==> src/rtl/instr_sequencer.sv <==
// instr_sequencer
//   Presents a small writable program, one word at a time, to the
//   single-cycle datapath instruction input. Each word is held for
//   HOLD_CYCLES accepted cycles. Words advance only on cycles where the
//   consumer asserts instr_ready.
//
// Parameters
//   XLEN        instruction width
//   DEPTH       program buffer entries (power of two, >= 2)
//   HOLD_CYCLES accepted cycles per word (>= 1)
//   NOP_WORD    word driven while instr_valid is low
//
// Ports
//   clk, rst_n          clock (rising edge), async active-low reset
//   load_en/addr/data   program buffer write (ignored while running)
//   len                 word count, sampled on start, clamped to DEPTH
//   start, stop         sequence control; stop wins over start
//   instr_ready         consumer accepts the current word this cycle
//   instr, instr_valid  current word and its qualifier
//   pc_idx              buffer index of the current word
//   busy, done          running / completed normally
//
// Build option
//   SEQ_LOOP_EN  wrap to index 0 after the last word instead of
//                finishing; only len==0 then reaches DONE.
module instr_sequencer #(
  parameter int              XLEN        = 32,
  parameter int              DEPTH       = 16,
  parameter int              HOLD_CYCLES = 3,
  parameter logic [XLEN-1:0] NOP_WORD    = XLEN'(32'h0000_0013)
) (
  input  logic                     clk,
  input  logic                     rst_n,
  input  logic                     load_en,
  input  logic [$clog2(DEPTH)-1:0] load_addr,
  input  logic [XLEN-1:0]          load_data,
  input  logic [$clog2(DEPTH):0]   len,
  input  logic                     start,
  input  logic                     stop,
  input  logic                     instr_ready,
  output logic [XLEN-1:0]          instr,
  output logic                     instr_valid,
  output logic [$clog2(DEPTH)-1:0] pc_idx,
  output logic                     busy,
  output logic                     done
);

  localparam int LW   = $clog2(DEPTH);
  localparam int LENW = LW + 1;
  localparam int HW   = (HOLD_CYCLES > 1) ? $clog2(HOLD_CYCLES) : 1;

  typedef enum logic [1:0] {IDLE, RUN, DONE} state_t;

  // All registered state and outputs in one record so the next-state
  // logic can start from "hold everything" and override fields.
  typedef struct packed {
    state_t          state;
    logic [LENW-1:0] len;
    logic [HW-1:0]   hold;
    logic [LW-1:0]   pc;
    logic [XLEN-1:0] instr;
    logic            valid;
    logic            busy;
    logic            done;
  } seq_t;

  localparam seq_t RST = '{state: IDLE, len: '0, hold: '0, pc: '0,
                           instr: NOP_WORD, valid: 1'b0, busy: 1'b0,
                           done: 1'b0};

  seq_t q, d;
  logic [DEPTH-1:0][XLEN-1:0] mem;

  logic [LENW-1:0] len_clamp;
  logic [XLEN-1:0] word0;
  logic [LW-1:0]   pc_inc;
  logic            hold_last;
  logic            last_word;

  // Program buffer: not reset, frozen while a sequence is running.
  always_ff @(posedge clk) begin
    if (load_en && q.state != RUN) mem[load_addr] <= load_data;
  end

  always_ff @(posedge clk or negedge rst_n) begin
    if (!rst_n) q <= RST;
    else        q <= d;
  end

  always_comb begin
    len_clamp = (len > LENW'(DEPTH)) ? LENW'(DEPTH) : len;
    // A write to entry 0 on the start edge must be seen by the first word.
    word0     = (load_en && load_addr == '0) ? load_data : mem[0];
    pc_inc    = q.pc + LW'(1);
    hold_last = (q.hold == HW'(HOLD_CYCLES - 1));
    last_word = ({1'b0, q.pc} == q.len - LENW'(1));
    d = q;

    case (q.state)
      IDLE, DONE: begin
        if (stop) begin
          d.state = IDLE;
          d.done  = 1'b0;
        end else if (start) begin
          d.len  = len_clamp;
          d.hold = '0;
          d.pc   = '0;
          if (len_clamp == '0) begin
            d.state = DONE;
            d.instr = NOP_WORD;
            d.valid = 1'b0;
            d.busy  = 1'b0;
            d.done  = 1'b1;
          end else begin
            d.state = RUN;
            d.instr = word0;
            d.valid = 1'b1;
            d.busy  = 1'b1;
            d.done  = 1'b0;
          end
        end
      end

      RUN: begin
        if (stop) begin
          // pc is left where it was so the abort point stays visible.
          d.state = IDLE;
          d.hold  = '0;
          d.instr = NOP_WORD;
          d.valid = 1'b0;
          d.busy  = 1'b0;
          d.done  = 1'b0;
        end else if (instr_ready) begin
          if (hold_last) begin
            d.hold = '0;
            if (last_word) begin
`ifdef SEQ_LOOP_EN
              d.pc    = '0;
              d.instr = mem[0];
`else
              d.state = DONE;
              d.instr = NOP_WORD;
              d.valid = 1'b0;
              d.busy  = 1'b0;
              d.done  = 1'b1;
`endif
            end else begin
              d.pc    = pc_inc;
              d.instr = mem[pc_inc];
            end
          end else begin
            d.hold = q.hold + HW'(1);
          end
        end
      end

      default: d = RST;
    endcase
  end

  assign instr       = q.instr;
  assign instr_valid = q.valid;
  assign pc_idx      = q.pc;
  assign busy        = q.busy;
  assign done        = q.done;

endmodule

==> config.mk <==
export PLATFORM = sky130hd
export DESIGN_NAME = instr_sequencer
export DESIGN_NICKNAME = d
export VERILOG_FILES = /design/src/rtl/instr_sequencer.sv
export SDC_FILE = /design/constraint.sdc
export NUM_CORES = 1
export LEC_CHECK = 0
export BUFFER_PORTS_ARGS = -buffer_cell sky130_fd_sc_hd__buf_4
export CAP_MARGIN = 15
export CORE_ASPECT_RATIO = 0.7
export CORE_MARGIN = 1.5
export CORE_UTILIZATION = 64
export CTS_CLUSTER_DIAMETER = 60
export DETAILED_ROUTE_END_ITERATION = 12
export PLACE_DENSITY_LB_ADDON = 0.15
export SETUP_SLACK_MARGIN = 0.4
export SLEW_MARGIN = 0
export SYNTH_ARGS = -nofsm -noshare
export SYNTH_HDL_FRONTEND = slang
export SYNTH_SLANG_ARGS = --single-unit
==> constraint.sdc <==
create_clock -name clk -period 6.35 [get_ports clk]
set_clock_uncertainty 0.05 [all_clocks]
set_input_delay 0.9525 -clock clk [delete_from_list [all_inputs] [get_ports clk]]
set_output_delay 0.9525 -clock clk [all_outputs]
set_load 0.01 [all_outputs]
==> Yosys cells after proc, flatten, opt, wreduce, memory -nomap -nowiden <==
Index checks and enable logic that the tools add are counted.
{ "word_totals": {"elab_cells": 89, "regBits": 560, "inputBits": 47, "out_inout_bits": 39} }
{ "op_classes": {"add_sub_neg": 3, "n_reduce_logical": 13, "n_eq_ne": 15, "n_mux": 29, "order_cmp": 4, "n_bitwise": 1} }
{ "op_table": {"columns": ["operator", "n"], "rows": [
  ["$bwmux W512", 1],
  ["$bmux W32 S4", 1],
  ["$demux W32 S4", 1],
  ["$mux W32", 4],
  ["$pmux W41 S2", 1],
  ["$mux W35", 2],
  ["$mux W48", 1],
  ["$mux W45", 1],
  ["$mux W41", 1],
  ["$mux W39", 1],
  ["$mux W2", 8],
  ["$ne A2 B2 Y1 const B", 6],
  ["$ne A3 B3 Y1 const B", 4],
  ["$lt A4 B5 Y1 const B", 2],
  ["$pmux W5 S2", 1],
  ["$mux W4", 2],
  ["$reduce_and A4 Y1", 2],
  ["$reduce_and A3 Y1", 2],
  ["$reduce_and A6 Y1", 1],
  ["$eq A4 B5 Y1", 1],
  ["$gt A5 B5 Y1 const B", 1],
  ["$logic_not A5 Y1", 1],
  ["$mux W5", 1],
  ["$reduce_and A5 Y1", 1],
  ["15 further kinds", 18]
]} }

==> Longest topological paths before layout <==
Gate-level depths: netlist of the first run.
{ "logic_depth": {"word_depth": 8, "depth_mapped": 9, "depth_no_buf": 7} }

==> Worst setup path after synthesis of the first run <==
Ideal clock, no wire load.
{ "synth_timing": {"kind": "input -> register", "start": "input load_addr[1]", "end": "register mem[384] (netlist bit) (enable)", "cell_stages": 3, "setup_slack_ns": 3.122, "arrival_ns": 2.757, "setup_time_ns": 0.421, "required_ns": 5.879, "n_path_buf": 1, "cell_sequence": "or2_2 clkbuf_1 nor2_1"} }
{ "synth_lines": {"columns": ["element", "line_no", "text"], "rows": [
  ["start, declared", "35", "input logic [$clog2(DEPTH)-1:0] load_addr,"],
  ["end signal, assigned by index", "82", "if (load_en && q.state != RUN) mem[load_addr] <= load_data;"],
  ["end, declared", "72", "logic [DEPTH-1:0][XLEN-1:0] mem;"]
]} }

==> Worst setup path after layout of the first run <==
{ "layout_timing": {"start": "register q (netlist bit pc_idx[0])", "end": "register q (netlist bit instr[14])"} }
{ "layout_between": {"elab_chain_len": 8, "word_cells_on_any_way": 9, "cone_classes": "add/sub (1); eq/ne (1); mux (7)"} }
{ "layout_rtl": {"columns": ["element", "line_no", "text"], "rows": [
  ["start, declared", "71", "seq_t q, d;"],
  ["start signal, assigned", "86", "if (!rst_n) q <= RST;"],
  ["start signal, assigned", "87", "else q <= d;"],
  ["$add A4 B1 Y4", "94", "pc_inc = q.pc + LW'(1);"],
  ["$bmux W32 S4", "149", "d.instr = mem[pc_inc];"],
  ["$mux W32 (not written as such)", "149", null],
  ["$mux W32 (*)", "136", "if (last_word) begin"],
  ["$mux W39 (*)", "134", "if (hold_last) begin"],
  ["$mux W41 (*)", "133", "end else if (instr_ready) begin"],
  ["$mux W35 (*)", "125", "if (stop) begin"],
  ["$pmux W41 S2 (*)", "99", "case (q.state)"]
]} }
Mark *: on every way between the ends. The rest lies on a longest branch, timed or not. The select of a mux whose other input is x is not followed.
A chain may end at the register's enable or synchronous reset.

==> results.yml, run 1 <==
status:
  status: "finished, final reports clean"
power:
  combPwrFrac: 0.281
  power_frac_clock: 0.292
  total_leakage_power_nw: 8.26
  switching_share: 0.282
  seqPwrFrac: 0.427
  power-per-cell-area_nw_per_um2: 412
  cell_internal_pwr_mw: 7.42
  p_switching_mw: 2.91
  totalPowerFinal_mw: 10.3
  power.ir.vdd_worst_mv: 0.289
setup_path:
  worst-r2r-setup-slack_ns: 2.57
  r2r_cells: 7
  r2r_start: "pc_idx[0]$_DFFE_PN0P_"
  category_of_the_critical_setup_timing_path: "reg -> reg"
  worstSetupStartpointType: "flop"
  critical_path_required_ns: 6.75
  worstReg2RegEnd: "instr[14]$_DFFE_PN0P_"
  crit_path_max_fanout: 76
  critPathCaptureType: "flop"
  crit_arrival_ns: 4.18
drt:
  drtIter0Drc: 1255
  remaining_drc_errors: 0
  ant_nets: 0
  routed_len_inst_um: 28.5
  dr.pass1.iters: 5
  postRouteWirelength_mm: 48.1
  via_count_of_the_routed_design: 11100
  vias_per_cell: 6.59
cts:
  clock_insertion_delay_worst_skew_ns: 0.57
  max-clock-path-buffers: 3
  cts_root_buf: "clkbuf_16"
  tritoncts: "done"
  clock_slew_at_the_register_clock_pins_of_the_worst_setup_and_hold_paths_ns: 0.07
  postCtsSetupBuffers: 0
  cts_buffers: 50
  cts_resized: 0
  cts_num_sinks: 558
  clock_tree.htree_level_count: 2
  post_cts_hold_buffer_count: 0
yosys:
  most_common_cell_in_the_synthesized_netlist: "edfxtp_1"
  syn_inst: 1116
  ys_seq_area_frac: 0.736
  yosys_warnings: 0
  yosysTopAreaCell: "edfxtp_1"
  mappedNetlistArea_um2: 22500
  synth_flop_cell: "edfxtp_1"
  yosysUniqueCellTypes: 56
  synth_top_area_share: 0.684
  avgSynthCellArea_um2: 20.1
  synth_edf_count: 512
  asyncSetResetFlopFracSynth: 0.0824
  synth_commonest_cells: "edfxtp_1, mux4_2, mux2i_1, nor2_1, dfrtp_1"
  postSynthNetCount: 1165
  yosys_register_bits: 558
  synthTopCellsByArea: "edfxtp_1, mux4_2, dfrtp_1, mux2i_1, buf_4"
floorplanning:
  initial_core_util: 0.648
  die_area_um2: 36300
  dieHeight_um: 160
  io_pins: 86
  site_row_count: 57
  die_width_um: 227
  core_area_um2: 34700
global_route:
  grt_pass1_vias: 11100
  gr_util_met2: 0.414
  pin_count_of_the_biggest_net_entering_global_routing: 95
  globalRouteOverflowTotal: 0
  grt_use_total: 0.274
  gr-usage-met3: 0.0554
  grt_busiest_layer: "met1"
  number_of_antenna_violations_at_the_first_check_in_global_routing: 2
  globalRouteMet1Util: 0.421
  grt_pass1_wl_mm: 71.2
timing:
  fin_tns_setup_ns: 0
  max_slew.worst_pin.slew_ns: 1.12
  setup_repair_after_global_routing_missed_its_margin: "false"
  layout_min_cycle_time_ns: 3.78
  finalHoldViolations: 0
  fin_crit_sh: 0.595
  max_clock_freq_mhz: 264
  final_layout_worst_hold_slack_ns: 0.423
  slew_headroom: 0.255
  setup_viol_count_final: 0
  report.final.slew_viol_count: 0
final_layout:
  nets_final: 1225
  fillers: 2085
  layout.cells.non_filler: 1688
  final_layout_size_suffix_gt1_frac: 0.288
  area_growth_syn_to_layout_pct: 11.6
  share_of_the_core_filled_with_cells_in_the_final_layout: 0.724
placed_design:
  globalplace.congestion: 0.773
  detailedPlacementHpwl_mm: 22.9
  place.port_buffers: 85
  place_inst: 1596
worst_hold_path:
  hold_class: "in -> async"
run:
  cap_violations: 0
-- worst max path at each step --
stage                                from                     to
floorplan                    load_addr[1]     mem[384]$_DFFE_PP_
global placement             load_addr[1]  instr[31]$_DFFE_PN0P_
detailed placement           load_addr[1]  instr[12]$_DFFE_PN0P_
CTS                 pc_idx[0]$_DFFE_PN0P_  instr[14]$_DFFE_PN0P_
global route        pc_idx[0]$_DFFE_PN0P_  instr[14]$_DFFE_PN0P_
finish              pc_idx[0]$_DFFE_PN0P_  instr[14]$_DFFE_PN0P_
-- through the flow --
stage	setup WS, ns	instance area (um2)
after floorplan	3.12	22500
after global placement	2.56	23400
after detailed placement	2.52	23400
after CTS	2.52	25100
after global routing	2.39	25100
final	2.57	25100
-- routing by layer --
metal | share of wire | up-vias
li1 | - | 4672
met1 | 0.42 | 5876
met2 | 0.47 | 496
met3 | 0.090 | 76
met4 | 0.020 | 2
met5 | 0.00027 | -
-- sequential cells by signal, summed over array words and instances, names as in the netlist --
register	flops
q	9
pc_idx	4
mem	512
instr	32
instr_valid	1
-- power groups by stage --
stage                     combinational, mW  clock [mW]  sequential, mW
after detailed placement               2.90           0            4.49
after global routing                   3.10        3.19            4.43
after global placement                 2.87           0            4.49
after floorplan                        2.41           0            4.36
final                                  2.90        3.01            4.41
after CTS                              2.92        3.05            4.42
-- logic make-up (layout without fill, tap and decap cells) --
| logic type | count (synthesis) | in the layout | synth area share |
|---|---|---|---|
| flops | 558 | 558 | 0.736 |
| xor+xnor | 7 | 7 | 0.00273 |
| compound gates | 122 | 122 | 0.0408 |
| simple gates | 124 | 124 | 0.0299 |
| fa+ha+maj | 2 | 2 | 0.00111 |
| buf+inv | 102 | 201 | 0.0286 |
| mux | 201 | 201 | 0.161 |
| other cells | 0 | 1 | 0 |
-- layout by cell type, fill, tap and decap left out, drive strengths merged, types with 2 or more instances in the layout --
| master | netlist | routed |
|---|---|---|
| xnor2 | 6 | 6 |
| o21a | 2 | 2 |
| a221o | 30 | 30 |
| nand3b | 3 | 3 |
| o21ai | 9 | 9 |
| mux2i | 69 | 69 |
| buf | 77 | 108 |
| mux4 | 128 | 128 |
| nand2b | 5 | 5 |
| edfxtp | 512 | 512 |
| a22o | 2 | 2 |
| o22ai | 2 | 2 |
| nand2 | 11 | 11 |
| o2bb2ai | 2 | 2 |
| a211oi | 29 | 29 |
| o21bai | 3 | 3 |
| nor2 | 49 | 49 |
| a21oi | 36 | 36 |
| dfstp | 3 | 3 |
| nor3b | 6 | 6 |
| nor3 | 3 | 3 |
| or2 | 2 | 2 |
| mux2 | 4 | 4 |
| clkbuf | 21 | 73 |
| ha | 2 | 2 |
| dfrtp | 43 | 43 |
| inv | 2 | 3 |
| nor2b | 32 | 32 |
| o32ai | 3 | 3 |
| nand3 | 3 | 3 |
| or3 | 2 | 2 |
| clkinv | 0 | 10 |
| clkinvlp | 0 | 3 |
| bufinv | 0 | 4 |
-- critical path, cell delays in order (launching register included) --
cell and delay, ns:
dfrtp_4 0.96, ha_4 0.77, buf_12 0.48, mux4_2 0.40, nor2b_1 0.16, a211oi_1 0.29
a21oi_1 0.08, a221o_1 0.36
-- final cells by class --
| cell class | count | area, um2 | share of cell area |
|---|---|---|---|
| antenna | 1 | 2.50 | 0.0000998 |
| clock buffer | 73 | 1440 | 0.0574 |
| clock inverter | 18 | 195 | 0.00778 |
| inverter | 2 | 7.51 | 0.000299 |
| multi-input combinational | 456 | 5470 | 0.218 |
| sequential | 558 | 16500 | 0.659 |
| tap | 472 | 591 | 0.0235 |
| timing repair buffer | 108 | 848 | 0.0338 |
Power figures use the tool's default switching activity.
==> inputs of run 2 (changes only) <==
CORE_UTILIZATION = 56   (was 64)
clock period = 3.4 ns   (was 6.35 ns; I/O delays follow)
==> run 2 against run 1 <==
  * Sequential share of layout area shrank 0.88 points
  * Flip-flop and latch count is the same
  * Largest power group unchanged
  * Critical path type unchanged
  * Global-route usage shrank 3.1 points
  * Register-to-register slack lost 1.8 ns
  * Critical path depth is the same
  * Sequential power grew 85%
  * Setup slack lost 1.8 ns
==> results.yml, run 2 (same netlist as run 1, synthesis figures left out) <==
drt:
  dr.pass1.iters: 6
  routed_len_inst_um: 27.3
  via_count_of_the_routed_design: 10800
  vias_per_cell: 6.12
  drtIter0Drc: 985
  postRouteWirelength_mm: 48.4
  ant_nets: 0
  remaining_drc_errors: 0
global_route:
  grt_pass1_vias: 11100
  pin_count_of_the_biggest_net_entering_global_routing: 65
  grt_use_total: 0.242
  globalRouteOverflowTotal: 0
  grt_pass1_wl_mm: 72.8
  number_of_antenna_violations_at_the_first_check_in_global_routing: 0
floorplanning:
  initial_core_util: 0.567
  io_pins: 86
  dieHeight_um: 171
  die_area_um2: 41300
  die_width_um: 242
  core_area_um2: 39600
  site_row_count: 61
power:
  totalPowerFinal_mw: 19.5
  total_leakage_power_nw: 8.37
  power.ir.vdd_worst_mv: 0.519
  power-per-cell-area_nw_per_um2: 769
final_layout:
  multiInputGateArea_um2: 5470
  seq_area_um2: 16500
  top_register: "mem"
  fillers: 2692
  nets_final: 1241
  share_of_the_core_filled_with_cells_in_the_final_layout: 0.642
  area_growth_syn_to_layout_pct: 13.2
  largest_register_ff_count: 512
  layout.cells.most_common_list: "edfxtp_1, mux4_2, buf_4"
  layout.cells.most_common: "edfxtp_1"
  final_layout_size_suffix_gt1_frac: 0.291
  antenna-diode-count: 0
cts:
  max-clock-path-buffers: 3
  cts_num_sinks: 558
  cts_buffers: 51
  clock_slew_at_the_register_clock_pins_of_the_worst_setup_and_hold_paths_ns: 0.06
  clock_insertion_delay_worst_skew_ns: 0.59
  cts_resized: 0
  cts_root_buf: "clkbuf_16"
  tritoncts: "done"
  clock_tree.htree_level_count: 2
timing:
  report.final.slew_viol_count: 0
  max_slew.worst_pin.slew_ns: 0.814
  setup_repair_after_global_routing_missed_its_margin: "false"
  slew_headroom: 0.458
  layout_min_cycle_time_ns: 2.64
  final_layout_worst_hold_slack_ns: 0.0670
  finalHoldViolations: 0
  max_clock_freq_mhz: 378
  fin_tns_setup_ns: 0
  setup_viol_count_final: 0
  fin_crit_sh: 0.777
setup_path:
  worstSetupStartpointType: "flop"
  worst-r2r-setup-slack_ns: 0.76
  crit_arrival_ns: 3.05
  r2r_cells: 7
  critPathCaptureType: "flop"
  crit_path_max_fanout: 34
  critical_path_required_ns: 3.81
  category_of_the_critical_setup_timing_path: "reg -> reg"
worst_hold_path:
  hold_class: "in -> reg"
  whs_path_depth: 2
placed_design:
  globalplace.congestion: 0.787
  detailedPlacementHpwl_mm: 24.3
  place.port_buffers: 85
status:
  status: "finished, final reports clean"
run:
  cap_violations: 0
## run 2: cell count changes in the layout (fill, tap and decap cells not counted), moves of 2 or more
cell and delta:
clkbuf_1 +2, buf_4 +2, clkinv_2 -2, buf_12 +12
clkbuf_8 -3, clkinv_1 +7
## run 2: area by class of cell
type / instances / share of cell area
Multi-Input combinational cell: 456 / 0.215
Clock inverter: 23 / 0.00792
Clock buffer: 73 / 0.0563
Tap cell: 535 / 0.0263
Inverter: 2 / 0.000295
Timing Repair Buffer: 123 / 0.0438
Sequential cell: 558 / 0.650
## run 2: critical path, cell delays in order (launching register included)
cell and delay [ns]:
dfrtp_4 0.54, ha_4 0.39, buf_12 0.25, buf_4 0.27, mux4_2 0.34, mux2i_1 0.23, a21oi_1 0.10, a221o_1 0.34
## run 2: report_power, final
group	total, mW	internal (mW)	switching, mW
clock network	5.61	3.16	2.45
registers	8.14	7.86	0.281
logic	5.81	2.93	2.88
## run 2: what timing repair did
action                    4_1_cts  5_1_grt
setup buffers                   0        0
hold endpoints to repair       43        0
hold buffers                    1        0
## run 2: routing by layer
| metal | global-route usage | share of wire | up-vias |
|---|---|---|---|
| li1 | - | - | 4709 |
| met3 | 0.0367 | 0.058 | 55 |
| met5 | 0 | 0 | - |
| met2 | 0.386 | 0.48 | 315 |
| met4 | 0.0495 | 0.014 | 0 |
| met1 | 0.364 | 0.45 | 5748 |
## run 2: final timing paths
| check | start | end |
|---|---|---|
| min in group asynchronous | rst_n | q[44]$_DFFE_PN0P_ |
| worst min register to register | instr[0]$_DFFE_PN1P_ | instr[0]$_DFFE_PN1P_ |
| max in group asynchronous | rst_n | pc_idx[0]$_DFFE_PN0P_ |
| worst max-delay path | pc_idx[0]$_DFFE_PN0P_ | instr[28]$_DFFE_PN0P_ |
| worst max register to register | pc_idx[0]$_DFFE_PN0P_ | instr[28]$_DFFE_PN0P_ |
| worst min-delay path | stop | q[47]$_DFFE_PN0P_ |
## run 2: stage by stage
| step | instances | worst slack [ns] | area [um2] |
|---|---|---|---|
| finish | 1770 | 0.757 | 25400 |
| global placement | 1673 | 0.774 | 23800 |
| detailed placement | 1673 | 0.766 | 23800 |
| CTS | 1770 | 0.770 | 25400 |
| floorplan | 1116 | 0.615 | 22500 |
| global route | 1770 | 0.651 | 25400 |
